## src/rtl/uart_pkg.sv

```systemverilog
// Shared types and constants for the buffered UART transmitter.
package uart_pkg;

   typedef enum logic [1:0] {
      IDLE,
      START,
      DATA,
      STOP
   } uart_state_t;

   localparam int   UART_DATA_BITS  = 8;
   localparam logic UART_IDLE_LEVEL = 1'b1;

endpackage

```

## src/rtl/uart_tx_fifo.sv

```systemverilog
// Synchronous FIFO holding bytes waiting to be serialised.
// Read data is presented combinationally from the head entry.
module uart_tx_fifo
   import uart_pkg::*;
#(
   parameter int FIFO_DEPTH = 4,
   parameter int WIDTH      = UART_DATA_BITS
) (
   input  logic                        CLK,
   input  logic                        RESET,
   input  logic                        push,
   input  logic                        pop,
   input  logic [WIDTH-1:0]            din,
   output logic [WIDTH-1:0]            dout,
   output logic                        full,
   output logic                        empty,
   output logic [$clog2(FIFO_DEPTH):0] count
);

   localparam int PTR_W = $clog2(FIFO_DEPTH);
   localparam int CNT_W = PTR_W + 1;

   if (FIFO_DEPTH < 2 || (FIFO_DEPTH & (FIFO_DEPTH - 1)) != 0) begin : g_check_depth
      $error("uart_tx_fifo: FIFO_DEPTH must be a power of two and >= 2");
   end

   logic [WIDTH-1:0] mem_q [FIFO_DEPTH];
   logic [PTR_W-1:0] wr_ptr_q, wr_ptr_d;
   logic [PTR_W-1:0] rd_ptr_q, rd_ptr_d;
   logic [CNT_W-1:0] count_q, count_d;
   logic             do_push, do_pop;

   assign full    = (count_q == CNT_W'(FIFO_DEPTH));
   assign empty   = (count_q == '0);
   assign count   = count_q;
   assign dout    = mem_q[rd_ptr_q];
   // A full FIFO refuses a push even when a pop happens in the same cycle.
   assign do_push = push && !full;
   assign do_pop  = pop && !empty;

   // Next pointer and occupancy values.
   always_comb begin
      // NOTE: every output of a combinational block gets a default first so no latch is inferred.
      wr_ptr_d = wr_ptr_q;
      rd_ptr_d = rd_ptr_q;
      count_d  = count_q;
      if (do_push) wr_ptr_d = wr_ptr_q + PTR_W'(1);
      if (do_pop)  rd_ptr_d = rd_ptr_q + PTR_W'(1);
      case ({do_push, do_pop})
         2'b10:   count_d = count_q + CNT_W'(1);
         2'b01:   count_d = count_q - CNT_W'(1);
         default: count_d = count_q;
      endcase
   end

   // Pointer and occupancy registers.
   always_ff @(posedge CLK or posedge RESET) begin
      // NOTE: state registers use non-blocking assignments so every flop samples pre-edge values.
      if (RESET) begin
         wr_ptr_q <= '0;
         rd_ptr_q <= '0;
         count_q  <= '0;
      end else begin
         wr_ptr_q <= wr_ptr_d;
         rd_ptr_q <= rd_ptr_d;
         count_q  <= count_d;
      end
   end

   // Storage array write port.
   always_ff @(posedge CLK) begin
      // NOTE: storage is deliberately not reset; the cleared pointers make stale entries unreachable.
      if (do_push) mem_q[wr_ptr_q] <= din;
   end

endmodule

```

## src/rtl/uart_tx_buffered.sv

```systemverilog
// Buffered 8N1 UART transmitter: valid/ready byte input into a small FIFO,
// a baud-timed FSM serialises each byte LSB-first onto a registered TXD.
module uart_tx_buffered
   import uart_pkg::*;
#(
   parameter int CLKS_PER_BIT = 4,
   parameter int FIFO_DEPTH   = 4
) (
   input  logic                        CLK,
   input  logic                        RESET,
   input  logic [UART_DATA_BITS-1:0]   wr_data,
   input  logic                        wr_valid,
   output logic                        wr_ready,
   output logic                        TXD,
   output logic                        busy,
   output logic [$clog2(FIFO_DEPTH):0] fifo_count
);

   localparam int BAUD_W = $clog2(CLKS_PER_BIT);
   localparam int BIT_W  = $clog2(UART_DATA_BITS);
   localparam logic [BAUD_W-1:0] BAUD_LAST = BAUD_W'(CLKS_PER_BIT - 1);
   localparam logic [BIT_W-1:0]  BIT_LAST  = BIT_W'(UART_DATA_BITS - 1);

   if (CLKS_PER_BIT < 2) begin : g_check_cpb
      $error("uart_tx_buffered: CLKS_PER_BIT must be >= 2");
   end

   uart_state_t               state_q, state_d;
   logic [BAUD_W-1:0]         baud_cnt_q, baud_cnt_d;
   logic [BIT_W-1:0]          bit_idx_q, bit_idx_d;
   logic [UART_DATA_BITS-1:0] shift_q, shift_d;
   logic                      txd_q, txd_d;
   logic                      busy_q, busy_d;

   logic                      fifo_pop, fifo_full, fifo_empty;
   logic [UART_DATA_BITS-1:0] fifo_dout;
   logic                      baud_wrap;

   uart_tx_fifo #(
      .FIFO_DEPTH (FIFO_DEPTH),
      .WIDTH      (UART_DATA_BITS)
   ) u_fifo (
      .CLK   (CLK),
      .RESET (RESET),
      .push  (wr_valid),
      .pop   (fifo_pop),
      .din   (wr_data),
      .dout  (fifo_dout),
      .full  (fifo_full),
      .empty (fifo_empty),
      .count (fifo_count)
   );

   assign wr_ready  = !fifo_full;
   assign baud_wrap = (baud_cnt_q == BAUD_LAST);
   assign busy_d    = (state_q != IDLE) || (fifo_count != '0);
   assign TXD       = txd_q;
   assign busy      = busy_q;

   // FSM state register.
   always_ff @(posedge CLK or posedge RESET) begin
      if (RESET) state_q <= IDLE;
      else       state_q <= state_d;
   end

   // FSM next-state logic: bit boundaries occur on the baud counter wrap.
   always_comb begin
      state_d = state_q;
      case (state_q)
         IDLE:    if (!fifo_empty) state_d = START;
         START:   if (baud_wrap) state_d = DATA;
         DATA:    if (baud_wrap && bit_idx_q == BIT_LAST) state_d = STOP;
         STOP:    if (baud_wrap) state_d = fifo_empty ? IDLE : START;
         default: state_d = IDLE;
      endcase
   end

   // FSM outputs: FIFO pop, line level and datapath next values.
   // TXD is registered from the current state, so the line lags the FSM by one cycle.
   always_comb begin
      fifo_pop   = 1'b0;
      txd_d      = UART_IDLE_LEVEL;
      baud_cnt_d = baud_wrap ? '0 : baud_cnt_q + BAUD_W'(1);
      bit_idx_d  = bit_idx_q;
      shift_d    = shift_q;
      case (state_q)
         IDLE: begin
            baud_cnt_d = '0;
            fifo_pop   = !fifo_empty;
         end
         START: begin
            txd_d = 1'b0;
            if (baud_wrap) bit_idx_d = '0;
         end
         DATA: begin
            txd_d = shift_q[0];
            if (baud_wrap) begin
               shift_d   = shift_q >> 1;
               bit_idx_d = bit_idx_q + BIT_W'(1);
            end
         end
         STOP: begin
            // Popping on the last stop cycle chains frames with no idle gap.
            fifo_pop = baud_wrap && !fifo_empty;
         end
         default: ;
      endcase
      if (fifo_pop) shift_d = fifo_dout;
   end

   // Datapath and output registers; reset forces the line idle at once.
   always_ff @(posedge CLK or posedge RESET) begin
      if (RESET) begin
         baud_cnt_q <= '0;
         bit_idx_q  <= '0;
         shift_q    <= '0;
         txd_q      <= UART_IDLE_LEVEL;
         busy_q     <= 1'b0;
      end else begin
         baud_cnt_q <= baud_cnt_d;
         bit_idx_q  <= bit_idx_d;
         shift_q    <= shift_d;
         txd_q      <= txd_d;
         busy_q     <= busy_d;
      end
   end

endmodule
```

## config.mk

```make
export PLATFORM = sky130hd
export DESIGN_NAME = uart_tx_buffered
export DESIGN_NICKNAME = d
export VERILOG_FILES = /design/src/rtl/uart_pkg.sv /design/src/rtl/uart_tx_fifo.sv /design/src/rtl/uart_tx_buffered.sv
export SDC_FILE = /design/constraint.sdc
export NUM_CORES = 1
export LEC_CHECK = 0
export BUFFER_PORTS_ARGS = -buffer_cell sky130_fd_sc_hd__buf_2
export CORE_MARGIN = 2
export CORE_UTILIZATION = 40
export CTS_BUF_LIST = sky130_fd_sc_hd__clkbuf_8
export DETAILED_ROUTE_END_ITERATION = 10
export PLACE_DENSITY = 0.64
export SYNTH_ARGS = -nofsm -noshare
export SYNTH_HDL_FRONTEND = slang
export SYNTH_SLANG_ARGS = --single-unit
```

## constraint.sdc

```tcl
create_clock -name CLK -period 2.96 [get_ports CLK]
set_clock_uncertainty 0.2 [all_clocks]
set_input_delay 0.592 -clock CLK [delete_from_list [all_inputs] [get_ports CLK]]
set_output_delay 0.592 -clock CLK [all_outputs]
set_load 0.005 [all_outputs]
```

==> flow_metrics.py <==
metrics = {
    "hold_path": {
        "hold_path.class": "reg2reg",
    },
    "worst_setup_path": {
        "crit_chain": "or3b_4 > and2_4 > inv_1 > ha_1 > inv_1 > fa_1 > xor2_1 > nor2_1 > xor2_1",
        "cp_slowest_cell": "dfrtp_1",
        "cpPeakStageDelay_ns": 0.45,
        "path_max_fanout": 6,
        "critPathArrivalTime_ns": 2.47,
        "crit_required_ns": 2.99,
        "cpLargestDelayFamily": "simple AND/OR/NAND/NOR gates",
        "critPathBufInv": 2,
        "critPathKind": "reg2reg",
        "endpoint_kind": "flop",
        "worstSetupStartpointType": "flop",
    },
    "die": {
        "core_area_um2": 5920,
        "ios": 17,
        "fp-row-count": 28,
        "initial_utilization_pct": 41.4,
        "die_x_um": 82.3,
        "die_area_um2": 6770,
        "die_h_um": 82.3,
    },
    "detailed_routing": {
        "routedWlPerCell_um": 15.0,
        "dr.pass1.iters": 4,
        "ant_nets": 0,
        "vias": 1226,
        "drc": 0,
        "finalWirelength_um": 3670,
        "first_iter_violations": 37,
        "routed_via_density": 5.00,
    },
    "run_status": {
        "outcome": "finished clean",
    },
    "clock_tree": {
        "cts_tree": "built",
        "htree_levels": 2,
        "hold_buffers": 0,
        "post-cts-setup-buffers": 0,
        "cts-root-buf": "clkbuf_8",
        "cts.sinks": 56,
        "cts_buffers": 5,
        "clockBufferDepth": 2,
        "clock_latency_ns": 0.31,
        "clk_pin_slew_worst_paths_ns": 0.10,
        "cts_resized": 0,
    },
    "placed_design": {
        "dp_hpwl_um": 2660,
        "gp_congestion": 0.699,
        "dp.cells": 237,
        "io_buffer_count": 16,
    },
    "timing": {
        "finalHoldViolations": 0,
        "setup_violations": 0,
        "period_minus_slack_ns": 2.44,
        "grt_setup_unrepaired": "no",
        "max_freq_ghz": 0.410,
        "maxSlewHeadroom_pct": 40.1,
        "tightestPinTransition_ns": 0.897,
        "final.period_utilization_pct": 82.3,
        "worst_hold_slack_ns": 0.259,
        "tns_ns": 0,
        "report.final.slew_viol_count": 0,
    },
    "layout": {
        "multiInputGateArea_um2": 826,
        "final_cells": 245,
        "final_common_cell": "edfxtp_1",
        "post-route-util_pct": 45.7,
        "layout-drive-gt1-share_pct": 31.2,
        "nets": 194,
        "num-fill-cells": 512,
        "num_antenna_cells": 0,
        "seq_area_um2": 1560,
        "area_growth_syn_to_layout_pct": 10.5,
        "mostFrequentLayoutCells": "edfxtp_1 (32), dfrtp_1 (23), buf_2 (16), mux2_2 (15), inv_1 (14)",
    },
    "yosys": {
        "ys_types": 31,
        "ys_seq_elements": 56,
        "synthFlopType": "edfxtp_1",
        "synth_fp_nets": 173,
        "synth-edff-count": 32,
        "async_reset_ff_share_pct": 42.9,
        "netlist_area_um2": 2450,
        "synthCells": 148,
        "avgSynthCellArea_um2": 16.6,
        "synth_seq_area_share_pct": 63.8,
        "yosys_warnings": 0,
    },
    "power": {
        "power.density_nw_per_um2": 978,
        "ir_drop_v": 0.000338,
        "leakage_uw": 0.00108,
        "report.power.total_uw": 2650,
    },
    "global_route": {
        "grt_pass1_vias": 1312,
        "track_usage_pct": 12.6,
        "grt_pass1_wl_um": 6190,
        "grt_max_degree": 25,
        "grt_overflow_total": 0,
        "antenna_found_initial": 0,
    },
    "flow_run": {
        "drv_cap": 0,
    },
}
[state kept, by name, indices dropped and copies added (netlist names)]
signal           flops
TXD                  1
baud_cnt_q           2
bit_idx_q            3
busy                 1
shift_q              8
state_q              2
u_fifo.count         3
u_fifo.mem_q        32
u_fifo.rd_ptr_q      2
u_fifo.wr_ptr_q      2
[synthesized netlist by cell type, types with 2 or more instances]
cell type / instances / area, µm²
a32o_1: 2 / 20.0
xnor2_1: 2 / 17.5
mux4_2: 8 / 180
nor4b_1: 2 / 17.5
nor3_1: 3 / 15.0
mux2i_1: 2 / 20.0
and3_1: 4 / 25.0
edfxtp_1: 32 / 961
buf_2: 2 / 10.0
nand2_1: 4 / 15.0
nor2_1: 2 / 7.51
dfrtp_1: 23 / 576
inv_1: 13 / 48.8
ha_1: 13 / 163
mux2_2: 15 / 169
xor2_1: 4 / 35.0
o21ai_0: 3 / 15.0
[logic make-up after synthesis]
family          Yosys count  synth area share [%]
compound gates           10                  3.16
xor+xnor                  6                  2.14
fa+ha+maj                14                  7.45
buf+inv                  16                  2.55
flops                    56                  63.8
mux                      26                  15.7
simple gates             20                  5.26
[worst reg2reg max path, cell delays in order, from the launching register on]
cell     delay (ns)
dfrtp_1        0.45
or3b_4         0.44
and2_4         0.19
inv_1          0.05
ha_1           0.16
inv_1          0.06
fa_1           0.37
xor2_1         0.17
nor2_1         0.11
xor2_1         0.16
[cell type report]
class	instances	share of cell area [%]
clock buffers	5	2.54
clock inverters	3	0.739
inverters	13	1.80
multi-input cells	76	30.5
flip-flops and latches	56	57.7
well taps	75	3.47
repair buffers	17	3.23
[power breakdown]
part | switching [µW] | internal (µW)
clock | 240 | 165
combinational | 439 | 527
sequential | 185 | 1090
[metal layers]
metal / wire length, µm / track usage (%)
met5: 0 / 0
met1: 1610 / 14.9
met3: 101 / 3.59
met2: 1910 / 21.6
met4: 51 / 5.00
[per-stage QoR]
step | setup slack [ns] | area, µm²
5_1_grt | 0.354 | 2710
3_3_place_gp | 0.626 | 2620
4_1_cts | 0.524 | 2710
6_report | 0.524 | 2710
3_5_place_dp | 0.545 | 2620
2_1_floorplan | 0.424 | 2450
[path summary, 6_finish.rpt]
kind                            startpoint                  to  slack (ns)  cells past startpoint
setup / recovery           u_fifo.count[1]     u_fifo.count[2]        0.52                      9
hold / removal               baud_cnt_q[0]       baud_cnt_q[0]        0.26                      1
setup reg to reg           u_fifo.count[1]     u_fifo.count[2]        0.52                      9
hold reg to reg              baud_cnt_q[0]       baud_cnt_q[0]        0.26                      1
max in group asynchronous            RESET          shift_q[6]        1.74                      2
min in group asynchronous            RESET  u_fifo.wr_ptr_q[1]        0.27                      2
(Power assumes the default switching activity.)
